===== src/rtl/serial_add_ctrl.sv =====
// Purpose: W-bit adder built by time-sharing one 2-bit ripple slice, LSB pair first, carry held in a register.
// Latency: done pulses W/2+1 cycles after the accepting start edge; s/co/ovf update on the final RUN edge.
// Backpressure: start is only honoured in IDLE; busy is high through RUN and DONE and start is dropped then.
//
// Ports: clk, rst_n (async active-low), start/x/y/ci (request + operands, sampled on accept),
//        busy/done (status), s/co (registered result). Optional ovf (signed overflow) is present
//        only when the SERIAL_ADD_OVF_EN macro is defined.

module add2b (
    input  logic [1:0] x_i,
    input  logic [1:0] y_i,
    input  logic       ci_i,
    output logic [1:0] o_o,
    output logic       co_o
);
    logic c1;

    always_comb begin
        o_o[0] = x_i[0] ^ y_i[0] ^ ci_i;
        c1     = (x_i[0] & y_i[0]) | (ci_i & (x_i[0] ^ y_i[0]));
        o_o[1] = x_i[1] ^ y_i[1] ^ c1;
        co_o   = (x_i[1] & y_i[1]) | (c1 & (x_i[1] ^ y_i[1]));
    end
endmodule

module serial_add_ctrl #(
    parameter int W = 8
) (
    input  logic         clk,
    input  logic         rst_n,
    input  logic         start,
    input  logic [W-1:0] x,
    input  logic [W-1:0] y,
    input  logic         ci,
    output logic         busy,
    output logic         done,
    output logic [W-1:0] s,
    output logic         co
`ifdef SERIAL_ADD_OVF_EN
    ,
    output logic         ovf
`endif
);
    localparam int NP = W / 2;
    localparam int CW = (NP > 1) ? $clog2(NP) : 1;
    localparam logic [CW-1:0] LAST = CW'(NP - 1);

    generate
        if ((W < 2) || ((W % 2) != 0)) begin : g_bad_width
            $error("serial_add_ctrl: W must be even and >= 2");
        end
    endgenerate

    typedef enum logic [1:0] {
        S_IDLE = 2'd0,
        S_RUN  = 2'd1,
        S_DONE = 2'd2
    } state_t;

    state_t        state_q;
    logic [W-1:0]  xs_q, ys_q, acc_q, s_q;
    logic          carry_q, co_q, busy_q, done_q;
    logic [CW-1:0] cnt_q;

    logic [W-1:0]  xs_d, ys_d, acc_d;
    logic [1:0]    slice_sum;
    logic          slice_co;

    add2b u_slice (
        .x_i  (xs_q[1:0]),
        .y_i  (ys_q[1:0]),
        .ci_i (carry_q),
        .o_o  (slice_sum),
        .co_o (slice_co)
    );

    // New pair enters at the MSB end so that after NP shifts the LSB pair sits at bit 0.
    always_comb begin
        xs_d  = xs_q >> 2;
        ys_d  = ys_q >> 2;
        acc_d = W'({slice_sum, acc_q} >> 2);
    end

`ifdef SERIAL_ADD_OVF_EN
    logic ovf_q;
    logic ovf_d;

    // On the final pair the shift registers hold the original operand MSBs in bit 1,
    // and the slice's upper sum bit becomes the result MSB.
    always_comb begin
        ovf_d = (xs_q[1] ~^ ys_q[1]) & (slice_sum[1] ^ xs_q[1]);
    end
`endif

    always_ff @(posedge clk or negedge rst_n) begin
        if (!rst_n) begin
            state_q <= S_IDLE;
            xs_q    <= '0;
            ys_q    <= '0;
            acc_q   <= '0;
            s_q     <= '0;
            carry_q <= 1'b0;
            co_q    <= 1'b0;
            busy_q  <= 1'b0;
            done_q  <= 1'b0;
            cnt_q   <= '0;
`ifdef SERIAL_ADD_OVF_EN
            ovf_q   <= 1'b0;
`endif
        end else begin
            case (state_q)
                S_IDLE: begin
                    busy_q <= 1'b0;
                    done_q <= 1'b0;
                    if (start) begin
                        xs_q    <= x;
                        ys_q    <= y;
                        carry_q <= ci;
                        cnt_q   <= '0;
                        busy_q  <= 1'b1;
                        state_q <= S_RUN;
                    end
                end
                S_RUN: begin
                    xs_q    <= xs_d;
                    ys_q    <= ys_d;
                    acc_q   <= acc_d;
                    carry_q <= slice_co;
                    if (cnt_q == LAST) begin
                        // Counter holds here rather than wrapping; it is reloaded on the next accept.
                        s_q     <= acc_d;
                        co_q    <= slice_co;
`ifdef SERIAL_ADD_OVF_EN
                        ovf_q   <= ovf_d;
`endif
                        done_q  <= 1'b1;
                        state_q <= S_DONE;
                    end else begin
                        cnt_q <= cnt_q + 1'b1;
                    end
                end
                S_DONE: begin
                    done_q  <= 1'b0;
                    busy_q  <= 1'b0;
                    state_q <= S_IDLE;
                end
                default: begin
                    busy_q  <= 1'b0;
                    done_q  <= 1'b0;
                    state_q <= S_IDLE;
                end
            endcase
        end
    end

    assign busy = busy_q;
    assign done = done_q;
    assign s    = s_q;
    assign co   = co_q;
`ifdef SERIAL_ADD_OVF_EN
    assign ovf  = ovf_q;
`endif

endmodule


===== config.mk =====
export PLATFORM = sky130hd
export DESIGN_NAME = serial_add_ctrl
export DESIGN_NICKNAME = d
export VERILOG_FILES = /design/src/rtl/serial_add_ctrl.sv
export SDC_FILE = /design/constraint.sdc
export NUM_CORES = 1
export LEC_CHECK = 0
export ABC_AREA = 1
export BUFFER_PORTS_ARGS = -buffer_cell sky130_fd_sc_hd__buf_2
export CORE_MARGIN = 10
export CORE_UTILIZATION = 38
export CTS_CLUSTER_DIAMETER = 120
export DETAILED_ROUTE_END_ITERATION = 12
export PLACE_DENSITY_LB_ADDON = 0.1
export SLEW_MARGIN = 10
export SYNTH_ARGS = -nofsm -noshare
export SYNTH_HDL_FRONTEND = slang
export SYNTH_HIERARCHICAL = 1
export SYNTH_SLANG_ARGS = --single-unit

===== constraint.sdc =====
create_clock -name clk -period 3.7 [get_ports clk]
set_clock_uncertainty 0.15 [all_clocks]
set_input_delay 0.555 -clock clk [delete_from_list [all_inputs] [get_ports clk]]
set_output_delay 0.555 -clock clk [all_outputs]
set_load 0.03 [all_outputs]

==> impl_metrics.env <==
export IMPL_dieWidth_um=87.87
export IMPL_seq_area_sq_um=950.9
export IMPL_grt_util_met3=0.04457
export IMPL_crit_buf_inv=0
export IMPL_place_gp_congestion=0.7572
export IMPL_crit_chain="nor2_1, nand2_1, nand3_1, nand2_1"
export IMPL_p_per_area_nw_per_um2=888.5
export IMPL_cp_top_family="simple AND/OR/NAND/NOR gates"
export IMPL_cp_arrival_ns=1.83
export IMPL_synth_top_family_by_area="simple AND/OR/NAND/NOR gates"
export IMPL_tightestPinTransition_ns=0.8396
export IMPL_maxCapViolations=0
export IMPL_wl_per_cell_um=13.30
export IMPL_avgSynthCellArea_sq_um=9.117
export IMPL_worst_setup_path_type="reg -> reg"
export IMPL_grt_max_degree=39
export IMPL_critical_path_startpoint_type="flop"
export IMPL_fin_area_sq_um=1968
export IMPL_critical_path_endpoint_type="flop"
export IMPL_cts_sinks=38
export IMPL_num_fill_cells=475
export IMPL_die_h_um=87.87
export IMPL_worstPathMaxFanout=11
export IMPL_initial_utilization=0.3965
export IMPL_dieArea_sq_um=7721
export IMPL_met2_usage=0.1627
export IMPL_grt_setup_unrepaired="false"
export IMPL_drive_gt1_frac=0.2318
export IMPL_min_period_ns=1.809
export IMPL_antenna_found_initial=0
export IMPL_ys_seq_area_frac=0.5432
export IMPL_critPathMostFrequentCell="nand2_1"
export IMPL_via_per_inst=4.897
export IMPL_drtPass1Iterations=4
export IMPL_mostFrequentLayoutCells="nand2_1 (47), nand3_1 (44), dfrtp_1 (38)"
export IMPL_htreeDepth=2
export IMPL_drcViolationCount=0
export IMPL_drt_iter0_markers=75
export IMPL_yosysUniqueCellTypes=19
export IMPL_cts_buffer_depth=2
export IMPL_grt_pass1_wl_mm=6.285
export IMPL_setup_viol=0
export IMPL_synth_mux_area_frac=0
export IMPL_run_status="completed"
export IMPL_fmax_mhz=552.8
export IMPL_busiest_layer="met2"
export IMPL_clock_latency_ns=0.29
export IMPL_yosys_area_share_xor_xnor=0
export IMPL_slew_headroom=0.4403
export IMPL_area_growth_pct=12.44
export IMPL_grt_use_met1=0.1207
export IMPL_grt_pass1_vias=1372
export IMPL_slowest_delay_ns=0.61
export IMPL_grt_overflow_total=0
export IMPL_slowest_stage="nor2_1"
export IMPL_cts_hold_buf=0
export IMPL_synth_simple_area_share=0.2716
export IMPL_synthesis_nets=215
export IMPL_setup_tns_ns=0
export IMPL_final_common_cell="nand2_1"
export IMPL_drv_slew=0
export IMPL_fin_crit_sh=0.4889
export IMPL_diodes=0
export IMPL_syn_inst=192
export IMPL_wirelength_mm=3.617
export IMPL_numCtsBuffers=5
export IMPL_leakagePower_nw=1.056
export IMPL_hold_viol=0
export IMPL_dp_hpwl_mm=2.515
export IMPL_vias=1332
export IMPL_path_clk_slew_ns=0.07
export IMPL_peakVddDrop_mv=0.2947
export IMPL_place_area_sq_um=1889
export IMPL_ys_warnings_count=6
export IMPL_hold_path_class="in -> async"
export IMPL_syn_area_sq_um=1750
export IMPL_cts_setup_buffers=0
export IMPL_synth_compound_area_frac=0.05790
export IMPL_cts_resized_gates=0
export IMPL_yosys_area_share_adder=0.03002
export IMPL_core_sq_um=4414
export IMPL_ant_nets=0
export IMPL_cts_tree="built"
export IMPL_finalNetCount=243
export IMPL_ys_ff_latch=38
export IMPL_numPortBuffers=30
export IMPL_rows=24
export IMPL_grt_use_total=0.1023
export IMPL_io_pin_count=31
export IMPL_critPathRequiredTime_ns=3.73
export IMPL_multi_input_area_sq_um=629.4
export IMPL_cts_root_buf="clkbuf_8"
==> final cells by class <==
class                      instances  area share
sequential                        38      0.4832
multi-input combinational        120      0.3198
timing repair buffer              30     0.07629
inverter                          25     0.04768
clock buffer                       5     0.03496
tap                               52     0.03306
clock inverter                     2    0.005086
==> cell families (layout without fill, tap and decap cells) <==
| family | Yosys count | in the layout |
|---|---|---|
| AOI/OAI and AO/OA | 15 | 15 |
| adders and majority gates | 3 | 3 |
| buffers and inverters | 34 | 62 |
| DFF | 38 | 38 |
| and+or+nand+nor | 102 | 102 |
==> worst paths after layout <==
kind	slack (ns)	endpoint	depth (start not counted)	startpoint
max reg2reg	1.89	cnt_q[1]	4	state_q[0]
min reg2reg	0.32	busy	2	busy
max	1.89	cnt_q[1]	4	state_q[0]
min	0.22	s[2]	1	rst_n
max in group asynchronous	2.66	ys_q[6]	1	rst_n
min in group clk	0.31	ys_q[7]	3	y[7]
==> layer usage <==
layer,part of all wire,up-vias
met4,0.013,0
met5,0,-
met2,0.48,26
li1,-,667
met3,0.068,6
met1,0.44,633
==> report_power, final <==
part | internal [W] | total (W) | switching (W)
clock network | 0.000126 | 0.000266 | 0.000140
registers | 0.000602 | 0.000709 | 0.000107
logic | 0.000246 | 0.000773 | 0.000527
==> Yosys cell counts <==
master    number  area share
buf_6          4       0.026
nand2_1       47        0.10
o21ai_1        1      0.0029
clkbuf_1       1      0.0021
dfrtp_1       38        0.54
o21ai_2        7       0.035
nand2_2        1      0.0036
buf_4          3       0.013
nand4_1        2      0.0071
fa_1           2       0.023
nand3_1       44        0.13
nor2_4         1      0.0064
inv_1         23       0.049
ha_1           1      0.0071
nand2_4        3       0.019
inv_2          2      0.0043
o21ai_0        7       0.020
nor2_1         4      0.0086
buf_2          1      0.0029
==> registers in the layout (all words and copies together), names as in the netlist, 2 cells and up <==
| name | count |
|---|---|
| cnt_q | 2 |
| acc_q | 6 |
| ys_q | 8 |
| state_q | 2 |
| s | 8 |
| xs_q | 8 |
==> worst reg2reg max path, stage by stage (launching register included) <==
cell     delay (ns)
dfrtp_1        0.51
nor2_1         0.61
nand2_1        0.23
nand3_1        0.14
nand2_1        0.06
==> metrics by stage <==
stage	utilization	power [W]	hold WS [ns]	std cells	setup WS (ns)
floorplan	-	0.001365	0.1094	192	1.981
global placement	0.4280	0.001494	0.3093	265	1.948
detailed placement	0.4280	0.001509	0.3100	265	1.883
CTS	0.4459	0.001785	0.2467	272	1.866
global route	0.4459	0.001926	0.2795	272	1.741
finish	0.4459	0.001749	0.2186	272	1.891
No activity file was read; power rests on OpenSTA's default activity.
